===== config.mk =====
export PLATFORM = sky130hd
export DESIGN_NAME = exec_control_core
export DESIGN_NICKNAME = d
export VERILOG_FILES = /design/src/rtl/exec_control_core_pkg.sv /design/src/rtl/exec_control_core_alu.sv /design/src/rtl/exec_control_core_clock_div.sv /design/src/rtl/exec_control_core.sv
export SDC_FILE = /design/constraint.sdc
export NUM_CORES = 1
export LEC_CHECK = 0
export CORE_ASPECT_RATIO = 1.5
export CORE_UTILIZATION = 32
export DETAILED_ROUTE_END_ITERATION = 10
export PLACE_DENSITY = 0.56
export SETUP_SLACK_MARGIN = 0.5
export SKIP_CTS_REPAIR_TIMING = 1
export SLEW_MARGIN = 20
export SYNTH_ARGS = -nofsm -noshare
export SYNTH_HDL_FRONTEND = slang
export SYNTH_SLANG_ARGS = --single-unit

===== constraint.sdc =====
create_clock -name clock -period 13.4 [get_ports clock]
set_input_delay 3.35 -clock clock [delete_from_list [all_inputs] [get_ports clock]]
set_output_delay 3.35 -clock clock [all_outputs]
set_load 0.01 [all_outputs]

===== src/rtl/exec_control_core_pkg.sv =====
// Shared codes for the exec control core: optype, aluop, regsource,
// pcconfig, opcode/funct constants and the decoded control word.
package exec_control_core_pkg;

  typedef enum logic [1:0] {
    OPT_I = 2'd0,
    OPT_J = 2'd1,
    OPT_R = 2'd2
  } optype_e;

  typedef enum logic [3:0] {
    ALU_ADD   = 4'd0,
    ALU_SUB   = 4'd1,
    ALU_AND   = 4'd2,
    ALU_OR    = 4'd3,
    ALU_XOR   = 4'd4,
    ALU_NOR   = 4'd5,
    ALU_SLT   = 4'd6,
    ALU_SLL   = 4'd7,
    ALU_SRL   = 4'd8,
    ALU_SRA   = 4'd9,
    ALU_PASSA = 4'd10,
    ALU_BEQ   = 4'd11,
    ALU_BNE   = 4'd12
  } aluop_e;

  typedef enum logic [1:0] {
    REGSRC_ALU  = 2'd0,
    REGSRC_LOAD = 2'd1,
    REGSRC_PC   = 2'd2
  } regsrc_e;

  typedef enum logic [1:0] {
    PC_INC = 2'd0,
    PC_ABS = 2'd1,
    PC_REL = 2'd2
  } pccfg_e;

  localparam logic [5:0] OP_RTYPE = 6'h00;
  localparam logic [5:0] OP_J     = 6'h02;
  localparam logic [5:0] OP_JAL   = 6'h03;
  localparam logic [5:0] OP_BEQ   = 6'h04;
  localparam logic [5:0] OP_BNE   = 6'h05;
  localparam logic [5:0] OP_ADDI  = 6'h08;
  localparam logic [5:0] OP_SLTI  = 6'h0A;
  localparam logic [5:0] OP_ANDI  = 6'h0C;
  localparam logic [5:0] OP_ORI   = 6'h0D;
  localparam logic [5:0] OP_XORI  = 6'h0E;
  localparam logic [5:0] OP_LUI   = 6'h0F;
  localparam logic [5:0] OP_LW    = 6'h23;
  localparam logic [5:0] OP_SW    = 6'h2B;

  localparam logic [5:0] FN_SLL = 6'h00;
  localparam logic [5:0] FN_SRL = 6'h02;
  localparam logic [5:0] FN_SRA = 6'h03;
  localparam logic [5:0] FN_JR  = 6'h08;
  localparam logic [5:0] FN_ADD = 6'h20;
  localparam logic [5:0] FN_SUB = 6'h22;
  localparam logic [5:0] FN_AND = 6'h24;
  localparam logic [5:0] FN_OR  = 6'h25;
  localparam logic [5:0] FN_XOR = 6'h26;
  localparam logic [5:0] FN_NOR = 6'h27;
  localparam logic [5:0] FN_SLT = 6'h2A;

  typedef struct packed {
    logic [1:0] optype;
    logic [2:0] deference;
    logic [3:0] aluop;
    logic [5:0] shamft;
    logic [1:0] pcconfig;
    logic       ramconfig;
    logic       regbankconfig;
    logic [1:0] regsource;
  } ctrl_t;

  function automatic logic [3:0] fn2alu(input logic [5:0] fn);
    unique case (fn)
      FN_SUB:  return ALU_SUB;
      FN_AND:  return ALU_AND;
      FN_OR:   return ALU_OR;
      FN_XOR:  return ALU_XOR;
      FN_NOR:  return ALU_NOR;
      FN_SLT:  return ALU_SLT;
      FN_SLL:  return ALU_SLL;
      FN_SRL:  return ALU_SRL;
      FN_SRA:  return ALU_SRA;
      default: return ALU_ADD;
    endcase
  endfunction

  function automatic logic [3:0] op2alu(input logic [5:0] op);
    unique case (op)
      OP_SLTI: return ALU_SLT;
      OP_ANDI: return ALU_AND;
      OP_ORI:  return ALU_OR;
      OP_XORI: return ALU_XOR;
      default: return ALU_ADD;
    endcase
  endfunction

endpackage


===== src/rtl/exec_control_core_alu.sv =====
// 32-bit combinational ALU, wraparound arithmetic, no flags.
// Ports: a, b, c, aluop, shamft in; result out.
module alu_core
  import exec_control_core_pkg::*;
(
  input  logic [31:0] a,
  input  logic [31:0] b,
  input  logic [31:0] c,
  input  logic [3:0]  aluop,
  input  logic [5:0]  shamft,
  output logic [31:0] result
);

  // 6-bit shift amounts >= 32 naturally flush to 0 (or sign fill).
  always_comb begin
    result = '0;
    unique case (aluop)
      ALU_ADD:   result = a + b;
      ALU_SUB:   result = a - b;
      ALU_AND:   result = a & b;
      ALU_OR:    result = a | b;
      ALU_XOR:   result = a ^ b;
      ALU_NOR:   result = ~(a | b);
      ALU_SLT:   result = {31'b0, $signed(a) < $signed(b)};
      ALU_SLL:   result = b << shamft;
      ALU_SRL:   result = b >> shamft;
      ALU_SRA:   result = $signed(b) >>> shamft;
      ALU_PASSA: result = a;
      ALU_BEQ:   result = (a == c) ? b : 32'd1;
      ALU_BNE:   result = (a != c) ? b : 32'd1;
      default:   result = '0;
    endcase
  end

endmodule


===== src/rtl/exec_control_core_clock_div.sv =====
// Divider: toggles clk_out every HALF_PERIOD input clocks.
// Ports: clk, rst_n in; clk_out out.
module clock_div_core #(
  parameter int unsigned HALF_PERIOD = 25_000_000
) (
  input  logic clk,
  input  logic rst_n,
  output logic clk_out
);

  localparam logic [31:0] LIMIT = 32'(HALF_PERIOD - 1);

  logic [31:0] cnt;

  always_ff @(posedge clk or negedge rst_n) begin
    if (!rst_n) begin
      cnt     <= '0;
      clk_out <= 1'b0;
    end else if (cnt == LIMIT) begin
      cnt     <= '0;
      clk_out <= ~clk_out;
    end else begin
      cnt <= cnt + 32'd1;
    end
  end

endmodule


===== src/rtl/exec_control_core.sv =====
// Clock divider, instruction decoder and ALU of the single-cycle core.
// MSB-first field bit 0 is bit 31 here; deference[0] (dest) is bit 2.
module exec_control_core
  import exec_control_core_pkg::*;
#(
  parameter int unsigned HALF_PERIOD = 25_000_000
) (
  input  logic        clock,
  input  logic        reset_n,
  output logic        clock_div,
  input  logic [31:0] instruction,
  input  logic [31:0] opA,
  input  logic [31:0] opB,
  input  logic [31:0] opC,
  output logic [1:0]  optype,
  output logic [2:0]  deference,
  output logic [3:0]  aluop,
  output logic [5:0]  shamft,
  output logic [1:0]  pcconfig,
  output logic        ramconfig,
  output logic        regbankconfig,
  output logic [1:0]  regsource,
  output logic [31:0] result
);

  logic [5:0] op;
  logic [5:0] funct;
  logic [4:0] shamt;
  logic       unused_fields;
  logic       is_r;
  logic       r_alu;
  logic       r_sh;
  logic       r_jr;
  logic       i_alu;
  ctrl_t      c;

  assign op            = instruction[31:26];
  assign shamt         = instruction[10:6];
  assign funct         = instruction[5:0];
  assign unused_fields = ^instruction[25:11];

  assign is_r  = op == OP_RTYPE;
  assign r_alu = is_r && (funct inside
    {FN_ADD, FN_SUB, FN_AND, FN_OR, FN_XOR, FN_NOR, FN_SLT});
  assign r_sh  = is_r && (funct inside {FN_SLL, FN_SRL, FN_SRA});
  assign r_jr  = is_r && (funct == FN_JR);
  assign i_alu = op inside {OP_ADDI, OP_SLTI, OP_ANDI, OP_ORI, OP_XORI};

  always_comb begin
    c        = '0;
    c.optype = OPT_R;
    unique case (1'b1)
      r_alu: begin
        c.deference     = 3'b011;
        c.aluop         = fn2alu(funct);
        c.regbankconfig = 1'b1;
      end
      r_sh: begin
        c.deference     = 3'b001;
        c.aluop         = fn2alu(funct);
        c.shamft        = {1'b0, shamt};
        c.regbankconfig = 1'b1;
      end
      r_jr: begin
        c.deference = 3'b010;
        c.aluop     = ALU_PASSA;
        c.pcconfig  = PC_ABS;
      end
      i_alu: begin
        c.optype        = OPT_I;
        c.deference     = 3'b010;
        c.aluop         = op2alu(op);
        c.regbankconfig = 1'b1;
      end
      (op == OP_LUI): begin
        c.optype        = OPT_I;
        c.aluop         = ALU_SLL;
        c.shamft        = 6'd16;
        c.regbankconfig = 1'b1;
      end
      (op == OP_LW): begin
        c.optype        = OPT_I;
        c.deference     = 3'b010;
        c.aluop         = ALU_ADD;
        c.regbankconfig = 1'b1;
        c.regsource     = REGSRC_LOAD;
      end
      (op == OP_SW): begin
        c.optype    = OPT_I;
        c.deference = 3'b110;
        c.aluop     = ALU_ADD;
        c.ramconfig = 1'b1;
      end
      (op == OP_BEQ),
      (op == OP_BNE): begin
        c.optype    = OPT_I;
        c.deference = 3'b110;
        c.aluop     = (op == OP_BEQ) ? ALU_BEQ : ALU_BNE;
        c.pcconfig  = PC_REL;
      end
      (op == OP_J),
      (op == OP_JAL): begin
        c.optype   = OPT_J;
        c.aluop    = ALU_PASSA;
        c.pcconfig = PC_ABS;
        if (op == OP_JAL) begin
          c.regbankconfig = 1'b1;
          c.regsource     = REGSRC_PC;
        end
      end
      default: ;
    endcase
  end

  assign optype        = c.optype;
  assign deference     = c.deference;
  assign aluop         = c.aluop;
  assign shamft        = c.shamft;
  assign pcconfig      = c.pcconfig;
  assign ramconfig     = c.ramconfig;
  assign regbankconfig = c.regbankconfig;
  assign regsource     = c.regsource;

  clock_div_core #(
    .HALF_PERIOD(HALF_PERIOD)
  ) u_div (
    .clk    (clock),
    .rst_n  (reset_n),
    .clk_out(clock_div)
  );

  alu_core u_alu (
    .a     (opA),
    .b     (opB),
    .c     (opC),
    .aluop (c.aluop),
    .shamft(c.shamft),
    .result(result)
  );

endmodule


==> out/qor.yml <==
synth_warnings: 0
crit_path_end_kind: "output port"
path_clk_slew_ns: 0.05
grt_pass1_vias: 15700
setup_viol: 0
min_from: "u_div.clk_out"
synth-edff-count: 0
die_w_microns: 162
pin_count: 184
num-fill-cells: 4089
syn_inst: 1883
insertion_delay_ns: 0.28
grt_pass1_wl_mm: 103
worst_pin_slew_ns: 1.09
ys_seq_elements: 33
relSlewSlack: 0.264
finalCritPeriodShare: 0.918
wl_met1_mm: 26.3
power.leakage_nw: 5.77
synth_fp_nets: 2112
finalCriticalPeriod_ns: 12.30
worstPathRequired_ns: 10.05
route.met3.wl_mm: 5.65
nNetsFinal: 2197
slew_violations: 0
core_area_sq_mm: 0.0378
dr.pass1.iters: 8
cts_buffer_depth: 2
power.density_mw_per_mm2: 47.4
clockRootBuffer: "clkbuf_16"
highest_layer: "met5"
crit_chain: "clkdlybuf4s50_1 -> or3_1 -> nor2_1 -> nand3_2 -> clkinv_1 -> buf_12 -> nand3_1 -> nand2_1 -> o22ai_1 -> o21ai_0 -> nor2_1 -> or4_1 -> clkdlybuf4s50_1"
clock_sinks: 33
syn_to_final_growth_pct: 18.6
io_buffers: 167
drt_iter0_markers: 2164
p_total_mw: 0.693
timing.hold.ws_ns: 0.471
ys_seq_area_frac: 0.0670
met2_length_mm: 33.0
hold_class: "reg -> reg"
avgViaCountPerCell: 6.64
initial_utilization: 0.326
antenna_left: 0
status: "completed"
synth.avg_cell_area_sq_um: 6.54
synth_area_sq_mm: 0.0123
dpl_cell_area_sq_mm: 0.0144
critical_path.slowest_cell: "o21ai_0"
ys_types: 91
antenna_found_initial: 1
crit_fanout: 63
dieArea_sq_mm: 0.0393
grt_use_total: 0.352
async_flop_share: 1.00
layout_common_cells: "a21oi_1, clkdlybuf4s50_1, nor2_1, nand2_1, o21ai_0"
route.detailed.drc: 0
cts_buffers: 5
layout_commonest_cell: "a21oi_1"
peakVddDrop_mv: 0.115
skew_ns: 0.00541
routed-via-count: 16300
cts_max_level: 2
fmax_mhz: 81.3
synth-main-ff-cell: "dfrtp_1"
layout-drive-gt1-share: 0.0584
crit_path_start_kind: "input pin"
cp-startpoint: "instruction[5]"
rows: 87
routed_wl_mm: 70.9
maxCapViolCount: 0
finalWeightedCongestion: 1.03
grt-ovfl-total: 0
tritoncts: "done"
fin_area_sq_mm: 0.0146
cpPeakStageDelay_ns: 0.76
die_h_microns: 242
hold_viol: 0
wl_per_cell_microns: 28.8
worstReg2RegStart: "u_div.cnt[0]"
hpwlAfterDp_mm: 56.5
grt_max_degree: 64
rsz0062_at_grt: "no"
timing.setup.tns_ns: 0
arrival_ns: 8.95
worstSetupPathType: "in -> out"
[registers in the layout, indices dropped and copies added (netlist names)]
register / flops
u_div.clk_out: 1
u_div.cnt: 32
[power by group]
| part | internal (mW) | total (mW) | switching, mW |
|---|---|---|---|
| registers | 0.0998 | 0.0998 | 0 |
| logic | 0.185 | 0.475 | 0.289 |
| clock network | 0.0785 | 0.119 | 0.0402 |
| total | 0.364 | 0.693 | 0.329 |
[synth_stat cells (all sizes together) (9+ instances only)]
cell / number / area share
a21oi: 198 / 0.080
a221oi: 21 / 0.015
o21ai: 138 / 0.057
o221ai: 13 / 0.0092
nor2b: 20 / 0.010
nand4: 25 / 0.013
o22ai: 16 / 0.0081
mux2i: 19 / 0.015
or4: 12 / 0.0076
nand3: 115 / 0.047
a222oi: 24 / 0.020
o211a: 9 / 0.0073
a211oi: 38 / 0.023
or3: 12 / 0.0061
xor2: 54 / 0.038
a211o: 20 / 0.014
and2: 11 / 0.0056
nor2: 167 / 0.052
o31ai: 12 / 0.0073
o211ai: 65 / 0.040
a311oi: 11 / 0.0083
a22oi: 11 / 0.0067
nor4: 29 / 0.023
ha: 97 / 0.099
o21bai: 13 / 0.0079
inv: 101 / 0.031
dfrtp: 33 / 0.067
buf: 38 / 0.017
a31oi: 17 / 0.0086
clkbuf: 97 / 0.030
and3: 19 / 0.0096
nand2: 142 / 0.043
nand2b: 18 / 0.0091
xnor2: 20 / 0.014
a21o: 12 / 0.0073
nor3: 101 / 0.044
[final timing paths]
path                                  to  slack [ns]  cells past startpoint
setup / recovery              result[11]        1.10                     13
hold / removal             u_div.clk_out        0.47                      1
setup reg to reg           u_div.cnt[22]       10.82                     10
hold reg to reg            u_div.clk_out        0.47                      1
max in group asynchronous   u_div.cnt[1]        9.62                      2
min in group asynchronous  u_div.cnt[20]        3.47                      2
[per-layer routing]
| layer | GRT usage | up-vias |
|---|---|---|
| met3 | 0.0457 | 262 |
| met5 | 0 | - |
| met4 | 0.253 | 2 |
| met2 | 0.582 | 972 |
| li1 | - | 7311 |
| met1 | 0.414 | 7787 |
[logic make-up (layout without fill, tap and decap cells)]
group,count (synthesis),in the layout,synth area share
flops,33,33,0.0670
fa+ha+maj,99,99,0.102
buf+inv,242,328,0.0794
other cells,1,2,0.000304
simple gates,706,706,0.294
compound gates,704,704,0.384
xor+xnor,74,74,0.0526
mux,24,24,0.0209
[critical path: cells and delay by family]
| kind | cells | cell delay (ns) |
|---|---|---|
| AOI/OAI and AO/OA | 2 | 0.93 |
| and+or+nand+nor | 7 | 2.93 |
| buffers and inverters | 4 | 1.70 |
[layout make-up]
class | instances | area [sq um] | share of cell area
Antenna cell | 1 | 2.50 | 0.000171
Clock buffer | 7 | 153 | 0.0104
Clock inverter | 1 | 5.00 | 0.000343
Inverter | 107 | 402 | 0.0275
Multi-Input combinational cell | 1608 | 10600 | 0.724
Sequential cell | 33 | 826 | 0.0565
Tap cell | 489 | 612 | 0.0419
Timing Repair Buffer | 213 | 2030 | 0.139
[metrics by stage]
stage	setup slack, ns	utilization	cells
6_report	1.10	0.387	2459
4_1_cts	1.33	0.386	2458
3_3_place_gp	1.37	0.382	2450
2_1_floorplan	3.84	-	1883
5_1_grt	0.856	0.387	2458
3_5_place_dp	1.35	0.382	2450
(Power assumes the default switching activity.)
